[src/rtl/dram_arbiter.sv]
// Two-port (CPU = port 0, DMA = port 1) round-robin arbiter in front of one SDRAM controller.
// One transfer at a time; a BUSY watchdog aborts transfers the controller never finishes.
module dram_arbiter #(
   parameter int unsigned ADDR_W  = 24,
   parameter int unsigned DATA_W  = 32,
   parameter int unsigned TIMEOUT = 1023
) (
   input  logic              clk,
   input  logic              rst_n,
   input  logic [ADDR_W-1:0] p0_addr,
   input  logic [DATA_W-1:0] p0_data_in,
   input  logic              p0_req_read,
   input  logic              p0_req_write,
   output logic [DATA_W-1:0] p0_data_out,
   output logic              p0_data_valid,
   output logic              p0_write_complete,
   input  logic [ADDR_W-1:0] p1_addr,
   input  logic [DATA_W-1:0] p1_data_in,
   input  logic              p1_req_read,
   input  logic              p1_req_write,
   output logic [DATA_W-1:0] p1_data_out,
   output logic              p1_data_valid,
   output logic              p1_write_complete,
   output logic [ADDR_W-1:0] dram_addr,
   output logic [DATA_W-1:0] dram_data_out,
   output logic              dram_req_read,
   output logic              dram_req_write,
   input  logic [DATA_W-1:0] dram_data_in,
   input  logic              dram_data_valid,
   input  logic              dram_write_complete,
   output logic              grant,
   output logic              timeout_err
);

   // Counter only has to hold 0 .. TIMEOUT-1; TIMEOUT is expected to be at least 1.
   localparam int unsigned CntW = (TIMEOUT < 2) ? 1 : $clog2(TIMEOUT);
   localparam logic [CntW-1:0] CntLast = CntW'(TIMEOUT - 1);

   typedef enum logic [1:0] {StIdle, StBusy, StRelease} state_e;

   state_e            state_q, state_d;
   logic              last_q, last_d;
   logic [CntW-1:0]   cnt_q, cnt_d;

   logic              p0_pend, p1_pend, pick, granted_pend;
   logic              sel_read, sel_write;
   logic [ADDR_W-1:0] sel_addr;
   logic [DATA_W-1:0] sel_data, rd_data;
   logic              done, expired;

   logic [ADDR_W-1:0] dram_addr_d;
   logic [DATA_W-1:0] dram_data_out_d, p0_data_out_d, p1_data_out_d;
   logic              dram_req_read_d, dram_req_write_d, grant_d, timeout_err_d;
   logic              p0_valid_d, p1_valid_d, p0_wc_d, p1_wc_d;

   assign p0_pend = p0_req_read | p0_req_write;
   assign p1_pend = p1_req_read | p1_req_write;
   // On a tie the port that did not win last time is served.
   assign pick         = (p0_pend && p1_pend) ? ~last_q : p1_pend;
   assign sel_read     = pick ? p1_req_read  : p0_req_read;
   assign sel_write    = pick ? p1_req_write : p0_req_write;
   assign sel_addr     = pick ? p1_addr      : p0_addr;
   assign sel_data     = pick ? p1_data_in   : p0_data_in;
   assign granted_pend = grant ? p1_pend : p0_pend;

   // Only the completion matching the outstanding request type counts.
   assign done    = (dram_req_read & dram_data_valid) | (dram_req_write & dram_write_complete);
   assign expired = ~done & (cnt_q == CntLast);
   assign rd_data = expired ? '0 : dram_data_in;

   always_ff @(posedge clk or negedge rst_n) begin
      if (!rst_n) begin
         state_q <= StIdle;
      end else begin
         state_q <= state_d;
      end
   end

   always_comb begin
      state_d = state_q;
      case (state_q)
         StIdle:    if (p0_pend || p1_pend) state_d = StBusy;
         StBusy:    if (done || expired)    state_d = StRelease;
         StRelease: if (!granted_pend)      state_d = StIdle;
         default:                           state_d = StIdle;
      endcase
   end

   always_comb begin
      dram_addr_d      = dram_addr;
      dram_data_out_d  = dram_data_out;
      dram_req_read_d  = dram_req_read;
      dram_req_write_d = dram_req_write;
      grant_d          = grant;
      last_d           = last_q;
      cnt_d            = cnt_q;
      timeout_err_d    = timeout_err;
      p0_data_out_d    = p0_data_out;
      p1_data_out_d    = p1_data_out;
      p0_valid_d       = 1'b0;
      p1_valid_d       = 1'b0;
      p0_wc_d          = 1'b0;
      p1_wc_d          = 1'b0;
      case (state_q)
         StIdle: begin
            if (p0_pend || p1_pend) begin
               grant_d          = pick;
               last_d           = pick;
               dram_addr_d      = sel_addr;
               dram_data_out_d  = sel_data;
               dram_req_write_d = sel_write;
               dram_req_read_d  = sel_read & ~sel_write;
               cnt_d            = '0;
            end
         end
         StBusy: begin
            if (done || expired) begin
               dram_req_read_d  = 1'b0;
               dram_req_write_d = 1'b0;
               if (expired) timeout_err_d = 1'b1;
               if (dram_req_read) begin
                  // An aborted read still completes, carrying zero data.
                  if (grant) begin
                     p1_data_out_d = rd_data;
                     p1_valid_d    = 1'b1;
                  end else begin
                     p0_data_out_d = rd_data;
                     p0_valid_d    = 1'b1;
                  end
               end else begin
                  if (grant) p1_wc_d = 1'b1;
                  else       p0_wc_d = 1'b1;
               end
            end else begin
               cnt_d = cnt_q + CntW'(1);
            end
         end
         default: ;
      endcase
   end

   always_ff @(posedge clk or negedge rst_n) begin
      if (!rst_n) begin
         dram_addr         <= '0;
         dram_data_out     <= '0;
         dram_req_read     <= 1'b0;
         dram_req_write    <= 1'b0;
         grant             <= 1'b0;
         last_q            <= 1'b1;
         cnt_q             <= '0;
         timeout_err       <= 1'b0;
         p0_data_out       <= '0;
         p1_data_out       <= '0;
         p0_data_valid     <= 1'b0;
         p1_data_valid     <= 1'b0;
         p0_write_complete <= 1'b0;
         p1_write_complete <= 1'b0;
      end else begin
         dram_addr         <= dram_addr_d;
         dram_data_out     <= dram_data_out_d;
         dram_req_read     <= dram_req_read_d;
         dram_req_write    <= dram_req_write_d;
         grant             <= grant_d;
         last_q            <= last_d;
         cnt_q             <= cnt_d;
         timeout_err       <= timeout_err_d;
         p0_data_out       <= p0_data_out_d;
         p1_data_out       <= p1_data_out_d;
         p0_data_valid     <= p0_valid_d;
         p1_data_valid     <= p1_valid_d;
         p0_write_complete <= p0_wc_d;
         p1_write_complete <= p1_wc_d;
      end
   end

endmodule

[config.mk]
export PLATFORM = sky130hd
export DESIGN_NAME = dram_arbiter
export DESIGN_NICKNAME = d
export VERILOG_FILES = /design/src/rtl/dram_arbiter.sv
export SDC_FILE = /design/constraint.sdc
export NUM_CORES = 1
export LEC_CHECK = 0
export ABC_CLOCK_PERIOD_IN_PS = 1800
export CELL_PAD_IN_SITES_DETAIL_PLACEMENT = 1
export CELL_PAD_IN_SITES_GLOBAL_PLACEMENT = 1
export CORE_AREA = 2 2 145 161
export DETAILED_ROUTE_END_ITERATION = 10
export DIE_AREA = 0 0 147 163
export PLACE_DENSITY = 0.8
export SYNTH_ARGS = -nofsm -noshare
export SYNTH_HDL_FRONTEND = slang
export SYNTH_SLANG_ARGS = --single-unit
[constraint.sdc]
create_clock -name clk -period 1.8 [get_ports clk]
set_input_delay 0.36 -clock clk [delete_from_list [all_inputs] [get_ports clk]]
set_output_delay 0.36 -clock clk [all_outputs]
set_load 0.1 [all_outputs]
==> results of run 1 <==
-- state kept, by name, summed over array words and instances (netlist names), 2 cells and up --
register,cells
dram_data_out,32
dram_addr,24
state_q,2
p1_data_out,32
p0_data_out,32
cnt_q,10
-- worst max-delay path, stage by stage, from the launching register on --
cell and delay, ps:
dfrtp_1 400, inv_2 90, ha_4 150, nand3_4 80, o31ai_4 230, buf_12 170, nand2_8 80, clkbuf_16 190
a32o_1 210
-- worst max-delay path by stage --
stage                                          to  slack [ps]  cells past startpoint
floorplan              p0_data_out[0]$_DFFE_PN0P_          40                      4
global placement    dram_data_out[18]$_DFFE_PN0P_        -210                      7
detailed placement  dram_data_out[23]$_DFFE_PN0P_        -290                      7
CTS                    p0_data_out[6]$_DFFE_PN0P_           3                      8
global route          p0_data_out[11]$_DFFE_PN0P_          20                      8
finish                p0_data_out[11]$_DFFE_PN0P_          90                      8
-- metal layers --
layer	up-vias	global-route usage	wire length [um]
met4	0	0.05813	516
met3	30	0.05882	1640
met1	2724	0.2190	8716
met2	228	0.3201	11330
li1	2524	-	-
met5	-	0	0
-- cells in the mapped netlist (2+ instances only) --
library cell / instances
a31oi_1: 8
a41oi_1: 2
nand3_1: 6
a32o_1: 64
ha_1: 2
nand2b_1: 2
clkbuf_1: 11
o21ai_1: 12
mux2i_1: 56
buf_2: 4
buf_6: 13
o21a_1: 2
o31a_2: 2
or3_1: 2
o31ai_1: 2
o21ai_0: 52
nor2_1: 7
dfrtp_1: 140
a21oi_1: 5
a22o_1: 2
or2_1: 2
clkbuf_8: 2
buf_4: 5
and3_1: 2
nand2_1: 67
dlygate4sd1_1: 5
buf_1: 3
nor3_1: 3
inv_1: 8
nand2_4: 2
-- logic make-up (layout without fill, tap and decap cells) --
group,after synthesis,after routing,share of synthesized area
adders and majority gates,2,2,0.004072
DFF,141,141,0.5744
buffers and inverters,51,375,0.05824
and+or+nand+nor,98,98,0.07310
muxes,56,56,0.09122
AOI/OAI and AO/OA,161,161,0.1989
-- per-stage QoR --
| stage | std cells | area, sq um |
|---|---|---|
| final | 1133 | 11570 |
| after global routing | 1133 | 11570 |
| after global placement | 1095 | 10850 |
| after floorplan | 509 | 6155 |
| after CTS | 1130 | 11490 |
| after detailed placement | 1095 | 10850 |
-- area by class of cell --
type                    instances  area [sq um]  area share
inverters                       8         30.03    0.002595
clock buffers                  17         425.4     0.03676
well taps                     300         375.4     0.03244
clock inverters                15         166.4     0.01438
multi-input cells             317          2317      0.2002
flip-flops and latches        141          3533      0.3053
repair buffers                335          4725      0.4083
-- what timing repair did --
item,4_1_cts,5_1_grt
pin swaps,1,1
gates resized for setup,4,2
hold endpoints to repair,42,0
buffers inserted,2,0
hold buffers,1,0
gates cloned,0,3
setup endpoints to repair,75,67
==> impl_metrics.yaml, run 1 <==
synthesis:
  synthFlopType: "dfrtp_1"
  seq_area_frac_synth: 0.5744
  synth_area_sq_um: 6145
  synthTopCellsByArea: "dfrtp_1 57%, a32o_1 10%, mux2i_1 9.1%, o21ai_0 4.2%, nand2_1 4.1%"
  yosys.cell_types.count: 46
  yosys_warnings: 0
  synthArstFlopShare: 1.000
  postSynthAreaPerCell_sq_um: 12.07
  synth_edf_count: 0
  synth_top_area_frac: 0.5701
  synth_top_cell_by_area: "dfrtp_1"
  synth_nets: 663
  netlist_instances: 509
  ys_ff_latch: 141
finish:
  final_layout_size_suffix_gt1_frac: 0.2833
  nNetsFinal: 974
  syn2layout_area_growth_pct: 88.33
  diodes: 0
  layout.cells.most_common_list: "150 x clkdlybuf4s50_1, 143 x buf_12, 137 x dfrtp_1, 67 x nand2_1, 64 x a32o_1"
  final_common_cell: "clkdlybuf4s50_1"
  n_fill_cell: 2247
  fin_util: 0.5144
detailed_routing:
  drt_pass1_iterations: 4
  wire_per_inst_um: 19.60
  drtAntennaViolNets: 0
  viasPerCell: 4.860
  drt_iter0_drc: 170
  drc: 0
  num_vias: 5506
  drt-total-wl_um: 22210
sta:
  finalHoldViolCount: 0
  skew_ps: 14.40
  finalCriticalPeriod_ps: 1707
  period_share: 0.9485
  setup_viol: 0
  setup_tns_ps: 0
  relSlewSlack: 0.6547
  hold_ws_ps: 484.7
  drv_slew: 0
  worst_pin_slew_ps: 518.0
  rsz0062_at_grt: "no"
  setup_ws_ps: 92.75
  fmax_mhz: 585.7
floorplan:
  die_y_um: 163
  initial_core_util: 0.2731
  dieWidth_um: 147
  core_area_sq_um: 22500
  dieArea_sq_um: 23960
  ioPinCount: 280
  num_rows: 58
critical_path:
  r2r_slack_ps: 90
  end_kind: "flop"
  crit_required_ps: 2100
  critPathArrivalTime_ps: 2010
  worstSetupPathType: "reg -> reg"
  worstSetupStartpointType: "flop"
  rr_startpoint: "cnt_q[0]$_DFFE_PN0P_"
  critical_path.max_fanout: 8
  worstRegToRegCells: 8
  r2r_end: "p0_data_out[11]$_DFFE_PN0P_"
  cp-startpoint: "cnt_q[0]$_DFFE_PN0P_"
outcome:
  status: "complete, no violations"
clocking:
  cts_htree_levels: 4
  cts_tree: "done"
  clk_latency_ps: 420
  cts_made_buffers: 17
  cts.path.max_buffers: 2
  cts-root-buf: "clkbuf_16"
  clock-sinks: 141
  clk_pin_slew_ps: 60
global_route:
  grt_pass1_wl_um: 34210
  antenna_found_initial: 0
  track_usage: 0.1847
  grt_overflow: 0
  grt_max_degree: 65
  grt_pass1_vias: 5996
placement:
  place_ws_ps: -287.2
  io_buffers: 279
  routabilityCongestion: 0.7850
  dp_hpwl_um: 16510
min_path:
  min_path_type: "in -> async"
flow_run:
  drv_cap: 0
Power of run 1 is not shown: default switching activity piles up to over one toggle a cycle in this logic, so the estimate is an artifact.
==> run 2: changes to the inputs <==
Settings changed: CAP_MARGIN set to 20.
==> results of run 2 <==
The final DEF is identical to that of run 1; final timing and power are the same.
Power of run 2 is left out for the same reason.
